`config.mk`:
```
export PLATFORM = sky130hd
export DESIGN_NAME = alu_muldiv_seq_flat
export DESIGN_NICKNAME = d
export VERILOG_FILES = /design/src/rtl/alu_muldiv_seq_if.sv /design/src/rtl/alu_muldiv_seq.sv /design/src/flat_wrapper.sv
export SDC_FILE = /design/constraint.sdc
export NUM_CORES = 1
export LEC_CHECK = 0
export BUFFER_PORTS_ARGS = -buffer_cell sky130_fd_sc_hd__buf_2
export CORE_MARGIN = 4
export CORE_UTILIZATION = 28
export DETAILED_ROUTE_END_ITERATION = 12
export GPL_ROUTABILITY_DRIVEN = 0
export PLACE_DENSITY = 0.45
export REMOVE_ABC_BUFFERS = 1
export SLEW_MARGIN = 20
export SYNTH_ARGS = -nofsm -noshare
export SYNTH_HDL_FRONTEND = slang
export SYNTH_SLANG_ARGS = --single-unit
export TNS_END_PERCENT = 30
```
`constraint.sdc`:
```
create_clock -name clk -period 12.9 [get_ports clk]
set_clock_uncertainty 0.15 [all_clocks]
set_input_delay 2.58 -clock clk [delete_from_list [all_inputs] [get_ports clk]]
set_output_delay 2.58 -clock clk [all_outputs]
set_load 0.01 [all_outputs]
```
`src/rtl/alu_muldiv_seq_if.sv`:
```
// Request/result handshake bundle for the sequential multiply/divide unit.
// The requester uses the master modport, the unit the slave modport.
interface alu_muldiv_seq_if #(
  parameter int WIDTH = 32
);
  logic [WIDTH-1:0] i_1;
  logic [WIDTH-1:0] i_2;
  logic [2:0]       i_ctrl;
  logic             i_valid;
  logic             o_ready;
  logic [WIDTH-1:0] o_1;
  logic             o_zero;
  logic             o_neg;
  logic             o_valid;
  logic             i_ready;

  modport master (
    output i_1, i_2, i_ctrl, i_valid, i_ready,
    input  o_ready, o_1, o_zero, o_neg, o_valid
  );

  modport slave (
    input  i_1, i_2, i_ctrl, i_valid, i_ready,
    output o_ready, o_1, o_zero, o_neg, o_valid
  );
endinterface

```
`src/rtl/alu_muldiv_seq.sv`:
```
// Multi-cycle RV32M-style multiply/divide unit: radix-2 shift-add multiply and
// restoring divide on operand magnitudes, sign correction when the result is taken.
//
// state | meaning
// IDLE  | o_ready=1, waiting for a request
// BUSY  | iterating while cnt>0, registering the corrected result when cnt==0
// DONE  | o_valid=1, result held until i_ready
module alu_muldiv_seq #(
  parameter int WIDTH = 32,
  parameter int CNT_W = $clog2(WIDTH) + 1
) (
  input logic             clk,
  input logic             rst,
  alu_muldiv_seq_if.slave bus
);
  localparam logic [2:0] OP_MUL    = 3'b000;
  localparam logic [2:0] OP_MULH   = 3'b001;
  localparam logic [2:0] OP_MULHSU = 3'b010;
  localparam logic [2:0] OP_MULHU  = 3'b011;
  localparam logic [2:0] OP_DIV    = 3'b100;
  localparam logic [2:0] OP_DIVU   = 3'b101;
  localparam logic [2:0] OP_REM    = 3'b110;
  localparam logic [2:0] OP_REMU   = 3'b111;

  localparam logic [WIDTH-1:0] MIN_NEG = {1'b1, {(WIDTH-1){1'b0}}};
  localparam logic [CNT_W-1:0] ITERS   = CNT_W'(WIDTH);

  typedef enum logic [1:0] {IDLE, BUSY, DONE} state_t;

  state_t             state;
  logic [2:0]         op;
  logic [CNT_W-1:0]   cnt;
  logic [2*WIDTH-1:0] acc;
  logic [WIDTH-1:0]   opnd;
  logic               neg_res;
  logic               neg_rem;
  logic               special;

  logic               in_sgn_a, in_sgn_b, in_neg_a, in_neg_b, in_div, in_special;
  logic [WIDTH-1:0]   in_mag_a, in_mag_b, in_spec_res;

  always_comb begin
    in_sgn_a    = (bus.i_ctrl != OP_MULHU) && (bus.i_ctrl != OP_DIVU) && (bus.i_ctrl != OP_REMU);
    in_sgn_b    = in_sgn_a && (bus.i_ctrl != OP_MULHSU);
    in_neg_a    = in_sgn_a & bus.i_1[WIDTH-1];
    in_neg_b    = in_sgn_b & bus.i_2[WIDTH-1];
    in_mag_a    = in_neg_a ? -bus.i_1 : bus.i_1;
    in_mag_b    = in_neg_b ? -bus.i_2 : bus.i_2;
    in_div      = bus.i_ctrl[2];
    in_special  = 1'b0;
    in_spec_res = '1;
    // Divide by zero and signed overflow bypass the iterations entirely
    if (in_div && (bus.i_2 == '0)) begin
      in_special  = 1'b1;
      in_spec_res = bus.i_ctrl[1] ? bus.i_1 : '1;
    end else if (((bus.i_ctrl == OP_DIV) || (bus.i_ctrl == OP_REM)) &&
                 (bus.i_1 == MIN_NEG) && (&bus.i_2)) begin
      in_special  = 1'b1;
      in_spec_res = bus.i_ctrl[1] ? '0 : bus.i_1;
    end
  end

  // acc holds {partial product, multiplier} or {remainder, dividend/quotient}
  logic [WIDTH-1:0]   addend;
  logic [WIDTH:0]     add_sum;
  logic [WIDTH:0]     sub_diff;
  logic [2*WIDTH-1:0] acc_step;

  always_comb begin
    addend   = acc[0] ? opnd : '0;
    add_sum  = {1'b0, acc[2*WIDTH-1:WIDTH]} + {1'b0, addend};
    sub_diff = acc[2*WIDTH-1:WIDTH-1] - {1'b0, opnd};
    if (!op[2])
      acc_step = {add_sum, acc[WIDTH-1:1]};
    else if (sub_diff[WIDTH])
      acc_step = {acc[2*WIDTH-2:0], 1'b0};
    else
      acc_step = {sub_diff[WIDTH-1:0], acc[WIDTH-2:0], 1'b1};
  end

  logic [2*WIDTH-1:0] prod_fix;
  logic [WIDTH-1:0]   quo, rem, res;

  always_comb begin
    prod_fix = neg_res ? -acc : acc;
    quo      = acc[WIDTH-1:0];
    rem      = acc[2*WIDTH-1:WIDTH];
    case (op)
      OP_MUL:                       res = prod_fix[WIDTH-1:0];
      OP_MULH, OP_MULHSU, OP_MULHU: res = prod_fix[2*WIDTH-1:WIDTH];
      OP_DIV:                       res = neg_res ? -quo : quo;
      OP_DIVU:                      res = quo;
      OP_REM:                       res = neg_rem ? -rem : rem;
      default:                      res = rem;
    endcase
    if (special) res = acc[WIDTH-1:0];
  end

  always_ff @(posedge clk or posedge rst) begin
    if (rst) begin
      state       <= IDLE;
      bus.o_ready <= 1'b1;
      bus.o_valid <= 1'b0;
      bus.o_1     <= '0;
      bus.o_zero  <= 1'b1;
      bus.o_neg   <= 1'b0;
      cnt         <= '0;
      op          <= OP_MUL;
      acc         <= '0;
      opnd        <= '0;
      neg_res     <= 1'b0;
      neg_rem     <= 1'b0;
      special     <= 1'b0;
    end else begin
      case (state)
        IDLE: begin
          if (bus.i_valid) begin
            op          <= bus.i_ctrl;
            neg_res     <= in_neg_a ^ in_neg_b;
            neg_rem     <= in_neg_a;
            special     <= in_special;
            opnd        <= in_div ? in_mag_b : in_mag_a;
            // special results ride in acc so the finalise step is shared
            acc         <= {{WIDTH{1'b0}}, in_special ? in_spec_res :
                                           (in_div ? in_mag_a : in_mag_b)};
            cnt         <= in_special ? '0 : ITERS;
            bus.o_ready <= 1'b0;
            state       <= BUSY;
          end
        end
        BUSY: begin
          if (cnt != '0) begin
            acc <= acc_step;
            cnt <= cnt - CNT_W'(1);
          end else begin
            bus.o_1     <= res;
            bus.o_zero  <= (res == '0);
            bus.o_neg   <= res[WIDTH-1];
            bus.o_valid <= 1'b1;
            state       <= DONE;
          end
        end
        DONE: begin
          if (bus.i_ready) begin
            bus.o_valid <= 1'b0;
            bus.o_ready <= 1'b1;
            state       <= IDLE;
          end
        end
        default: state <= IDLE;
      endcase
    end
  end
endmodule

```
`src/flat_wrapper.sv`:
```
// flat-port wrapper written by rule: the top's interface ports become plain ports
module alu_muldiv_seq_flat 
#(
  parameter int WIDTH = 32,
  parameter int CNT_W = $clog2(WIDTH) + 1
)
  (clk, rst, bus_i_1, bus_i_2, bus_i_ctrl, bus_i_valid, bus_i_ready, bus_o_ready, bus_o_1, bus_o_zero, bus_o_neg, bus_o_valid);
  alu_muldiv_seq_if #(.WIDTH(WIDTH)) bus_i ();
  input logic clk;
  input logic rst;
  input wire logic [$bits(bus_i.i_1)-1:0] bus_i_1;
  input wire logic [$bits(bus_i.i_2)-1:0] bus_i_2;
  input wire logic [$bits(bus_i.i_ctrl)-1:0] bus_i_ctrl;
  input wire logic [$bits(bus_i.i_valid)-1:0] bus_i_valid;
  input wire logic [$bits(bus_i.i_ready)-1:0] bus_i_ready;
  output wire logic [$bits(bus_i.o_ready)-1:0] bus_o_ready;
  output wire logic [$bits(bus_i.o_1)-1:0] bus_o_1;
  output wire logic [$bits(bus_i.o_zero)-1:0] bus_o_zero;
  output wire logic [$bits(bus_i.o_neg)-1:0] bus_o_neg;
  output wire logic [$bits(bus_i.o_valid)-1:0] bus_o_valid;
  assign bus_i.i_1 = bus_i_1;
  assign bus_i.i_2 = bus_i_2;
  assign bus_i.i_ctrl = bus_i_ctrl;
  assign bus_i.i_valid = bus_i_valid;
  assign bus_i.i_ready = bus_i_ready;
  assign bus_o_ready = bus_i.o_ready;
  assign bus_o_1 = bus_i.o_1;
  assign bus_o_zero = bus_i.o_zero;
  assign bus_o_neg = bus_i.o_neg;
  assign bus_o_valid = bus_i.o_valid;
  alu_muldiv_seq #(.WIDTH(WIDTH), .CNT_W(CNT_W)) u_core (.clk(clk), .rst(rst), .bus(bus_i));
endmodule
```
==> impl_metrics.env <==
export IMPL_h_tree_depth=4
export IMPL_async_reset_ff_share_pct=100
export IMPL_start_kind="primary input"
export IMPL_power_density_nw_per_um2=312
export IMPL_hold_path_class="reg2reg"
export IMPL_synth_yosys_seq_area_share_pct=22.6
export IMPL_power_switching_mw=3.09
export IMPL_r2r_slack_ns=7.26
export IMPL_cts_resized_gates=0
export IMPL_crit_arrival_ns=6.15
export IMPL_crit_start="bus_i_1[4]"
export IMPL_drive_above_1_share_pct=11.6
export IMPL_hpwlAfterDp_um=51400
export IMPL_die_h_um=248
export IMPL_coreArea_um2=56600
export IMPL_critPathMaxStageDelay_ns=0.62
export IMPL_postCtsSetupRepairBufs=0
export IMPL_post_synth_cell_area_avg_um2=7.48
export IMPL_run_status="finished clean"
export IMPL_slew_viol_final=0
export IMPL_synth_top_cell_by_area="dfrtp_1"
export IMPL_clock_latency_ns=0.47
export IMPL_r2r_start="u_core.acc[31]$_DFFE_PP0P_"
export IMPL_grt_overflow_total=0
export IMPL_cap_violations=0
export IMPL_post_drt_wl_per_cell_um=23.7
export IMPL_clock_sinks=145
export IMPL_synthDominantCellAreaShare_pct=22.2
export IMPL_clockBufferDepth=2
export IMPL_post_route_drc_count=0
export IMPL_hold_buffers=0
export IMPL_pwr_share_comb_pct=70.2
export IMPL_endpoint="u_core.acc[18]$_DFFE_PP0P_"
export IMPL_rsz0062_at_grt="false"
export IMPL_port_buffer_count=106
export IMPL_synth_top_cells_by_count="nand2_1 (206), nor2_1 (201), o21ai_0 (180)"
export IMPL_start_util_pct=28.4
export IMPL_hold_start="u_core.bus.o_1[22]$_DFFE_PP0P_"
export IMPL_timing_rr_end="u_core.acc[42]$_DFFE_PP0P_"
export IMPL_area_delta_synth_final_pct=10.3
export IMPL_grt_pass1_wl_um=105000
export IMPL_worst_slew_pin_slew_ns=0.980
export IMPL_setup_violations=0
export IMPL_vdd_drop_max_uv=154
export IMPL_synthMostInstantiatedCell="nand2_1"
export IMPL_setup_tns_ns=0
export IMPL_fin_crit_sh_pct=45.7
export IMPL_crit_fanout=35
export IMPL_crit_chain="buf_2 -> or4_1 -> nor4_1 -> and2_1 -> nand2_1 -> o31a_1 -> buf_4 -> a21oi_2 -> buf_4 -> a21oi_1 -> a221oi_1 -> a21o_1"
export IMPL_wl_um=68800
export IMPL_dr_first_iter_drc_count=1752
export IMPL_clockPowerShare_pct=9.2
export IMPL_worst_setup_path_type="in2reg"
export IMPL_end_kind="flop"
export IMPL_rows=87
export IMPL_leakage_nw=7.07
export IMPL_p_sw_share_pct=55.7
export IMPL_yosysWarnings=0
export IMPL_grt_usage_pct=22.1
export IMPL_critPathTopFamily="simple AND/OR/NAND/NOR gates"
export IMPL_synth_edff_count=0
export IMPL_cts_clk_slew_worst_paths_ns=0.07
export IMPL_synth_top_flop_cell="dfrtp_1"
export IMPL_ios=107
export IMPL_numCtsBuffers=17
export IMPL_worst_path_buf_inv=3
export IMPL_die_w_um=248
export IMPL_grt_pass1_vias=16566
export IMPL_worstRegToRegCells=15
export IMPL_pwr_share_seq_pct=20.6
export IMPL_grt_max_degree=94
export IMPL_fmax_mhz=170
export IMPL_antenna_found_initial=0
export IMPL_syn_area_um2=16100
export IMPL_num_vias=17188
export IMPL_cpMostUsedCell="buf_4"
export IMPL_dieArea_um2=61400
export IMPL_slowest_stage="or4_1"
export IMPL_critPathRequiredTime_ns=13.16
export IMPL_yosys_top_cells_area="dfrtp_1 (22%), o21ai_0 (5.6%), xnor2_1 (5.5%)"
export IMPL_path_depth=12
export IMPL_first_pass_iters=6
export IMPL_drt_vias_per_instance=5.92
export IMPL_hold_violations=0
export IMPL_nets=2278
export IMPL_ctsRootBufferMaster="clkbuf_16"
export IMPL_p_int_mw=2.45
export IMPL_hold_worst_slack_ns=0.320
export IMPL_fin_crit_ns=5.89
export IMPL_cts_tree="built"
export IMPL_fin_util_pct=31.4
export IMPL_relSlewSlack_pct=34.0
export IMPL_synth_seq_cells=145
export IMPL_synth_cell_types=86
export IMPL_netlist_instances=2151
export IMPL_ant_nets=0
cell type report:
type	count	area (um2)
clock buffer	18	429
fill	6151	38900
clock inverter	14	144
antenna	1	2.50
inverter	75	287
timing repair buffer	144	816
sequential	145	3630
tap	756	946
multi-input combinational	1752	11500
placed cells by master, fill, tap and decap left out, types with 42 or more instances in the layout:
master     n
a21oi_1  161
nor3_1    61
xor2_1    63
inv_1     72
ha_1      70
xnor2_1  101
nor2_1   198
o21ai_0  180
dfrtp_1  141
buf_2    106
mux2i_1   64
o31ai_1   42
nand2_1  205
sequential cells by signal, indices dropped and copies added, names as in the netlist:
name	count
u_core.bus.o_neg	1
u_core.op	3
u_core.acc	64
u_core.opnd	32
u_core.bus.o_zero	1
u_core.neg_rem	1
u_core.state	2
u_core.bus.o_ready	1
u_core.special	1
u_core.bus.o_valid	1
u_core.cnt	6
u_core.neg_res	1
u_core.bus.o_1	31
power groups by stage:
| stage | combinational, mW | clock [mW] | sequential (mW) |
|---|---|---|---|
| after floorplan | 2.63 | 0 | 1.02 |
| after global placement | 3.80 | 0 | 1.12 |
| after detailed placement | 3.82 | 0 | 1.13 |
| after CTS | 3.84 | 0.526 | 1.12 |
| after global routing | 4.28 | 0.542 | 1.16 |
| final | 3.89 | 0.512 | 1.14 |
routing by layer:
layer  wire [um]  GRT usage [%]
met1       31300           31.5
met3        5450           4.03
met5           0              0
met2       30200           34.1
met4        1940           6.47
metrics by stage:
step	total power [mW]	area, um2	cells	setup slack [ns]
finish	5.54	17700	2905	7.01
global route	5.98	17700	2904	6.80
CTS	5.49	17700	2904	7.04
detailed placement	4.95	17200	2872	6.57
global placement	4.92	17200	2872	6.63
floorplan	3.65	15400	1972	5.82
cell families (layout without fill, tap and decap cells):
family	count (synthesis)	in the layout	share of synthesized area, %
buf+inv	254	251	6.18
flops	145	145	22.6
compound gates	703	703	28.8
xor+xnor	164	164	8.93
other cells	0	1	0
simple gates	718	718	21.7
mux	95	95	6.15
fa+ha+maj	72	72	5.69
worst min-delay path by stage:
stage	endpoint	slack, ns	cells past startpoint
2_1_floorplan	u_core.opnd[26]$_DFFE_PP0P_	0.30	1
3_3_place_gp	u_core.bus.o_1[22]$_DFFE_PP0P_	0.31	1
3_5_place_dp	u_core.bus.o_1[22]$_DFFE_PP0P_	0.31	1
4_1_cts	u_core.bus.o_1[22]$_DFFE_PP0P_	0.33	1
5_1_grt	u_core.bus.o_1[22]$_DFFE_PP0P_	0.34	1
6_report	u_core.bus.o_1[22]$_DFFE_PP0P_	0.32	1
No activity file was read; power rests on OpenSTA's default activity.
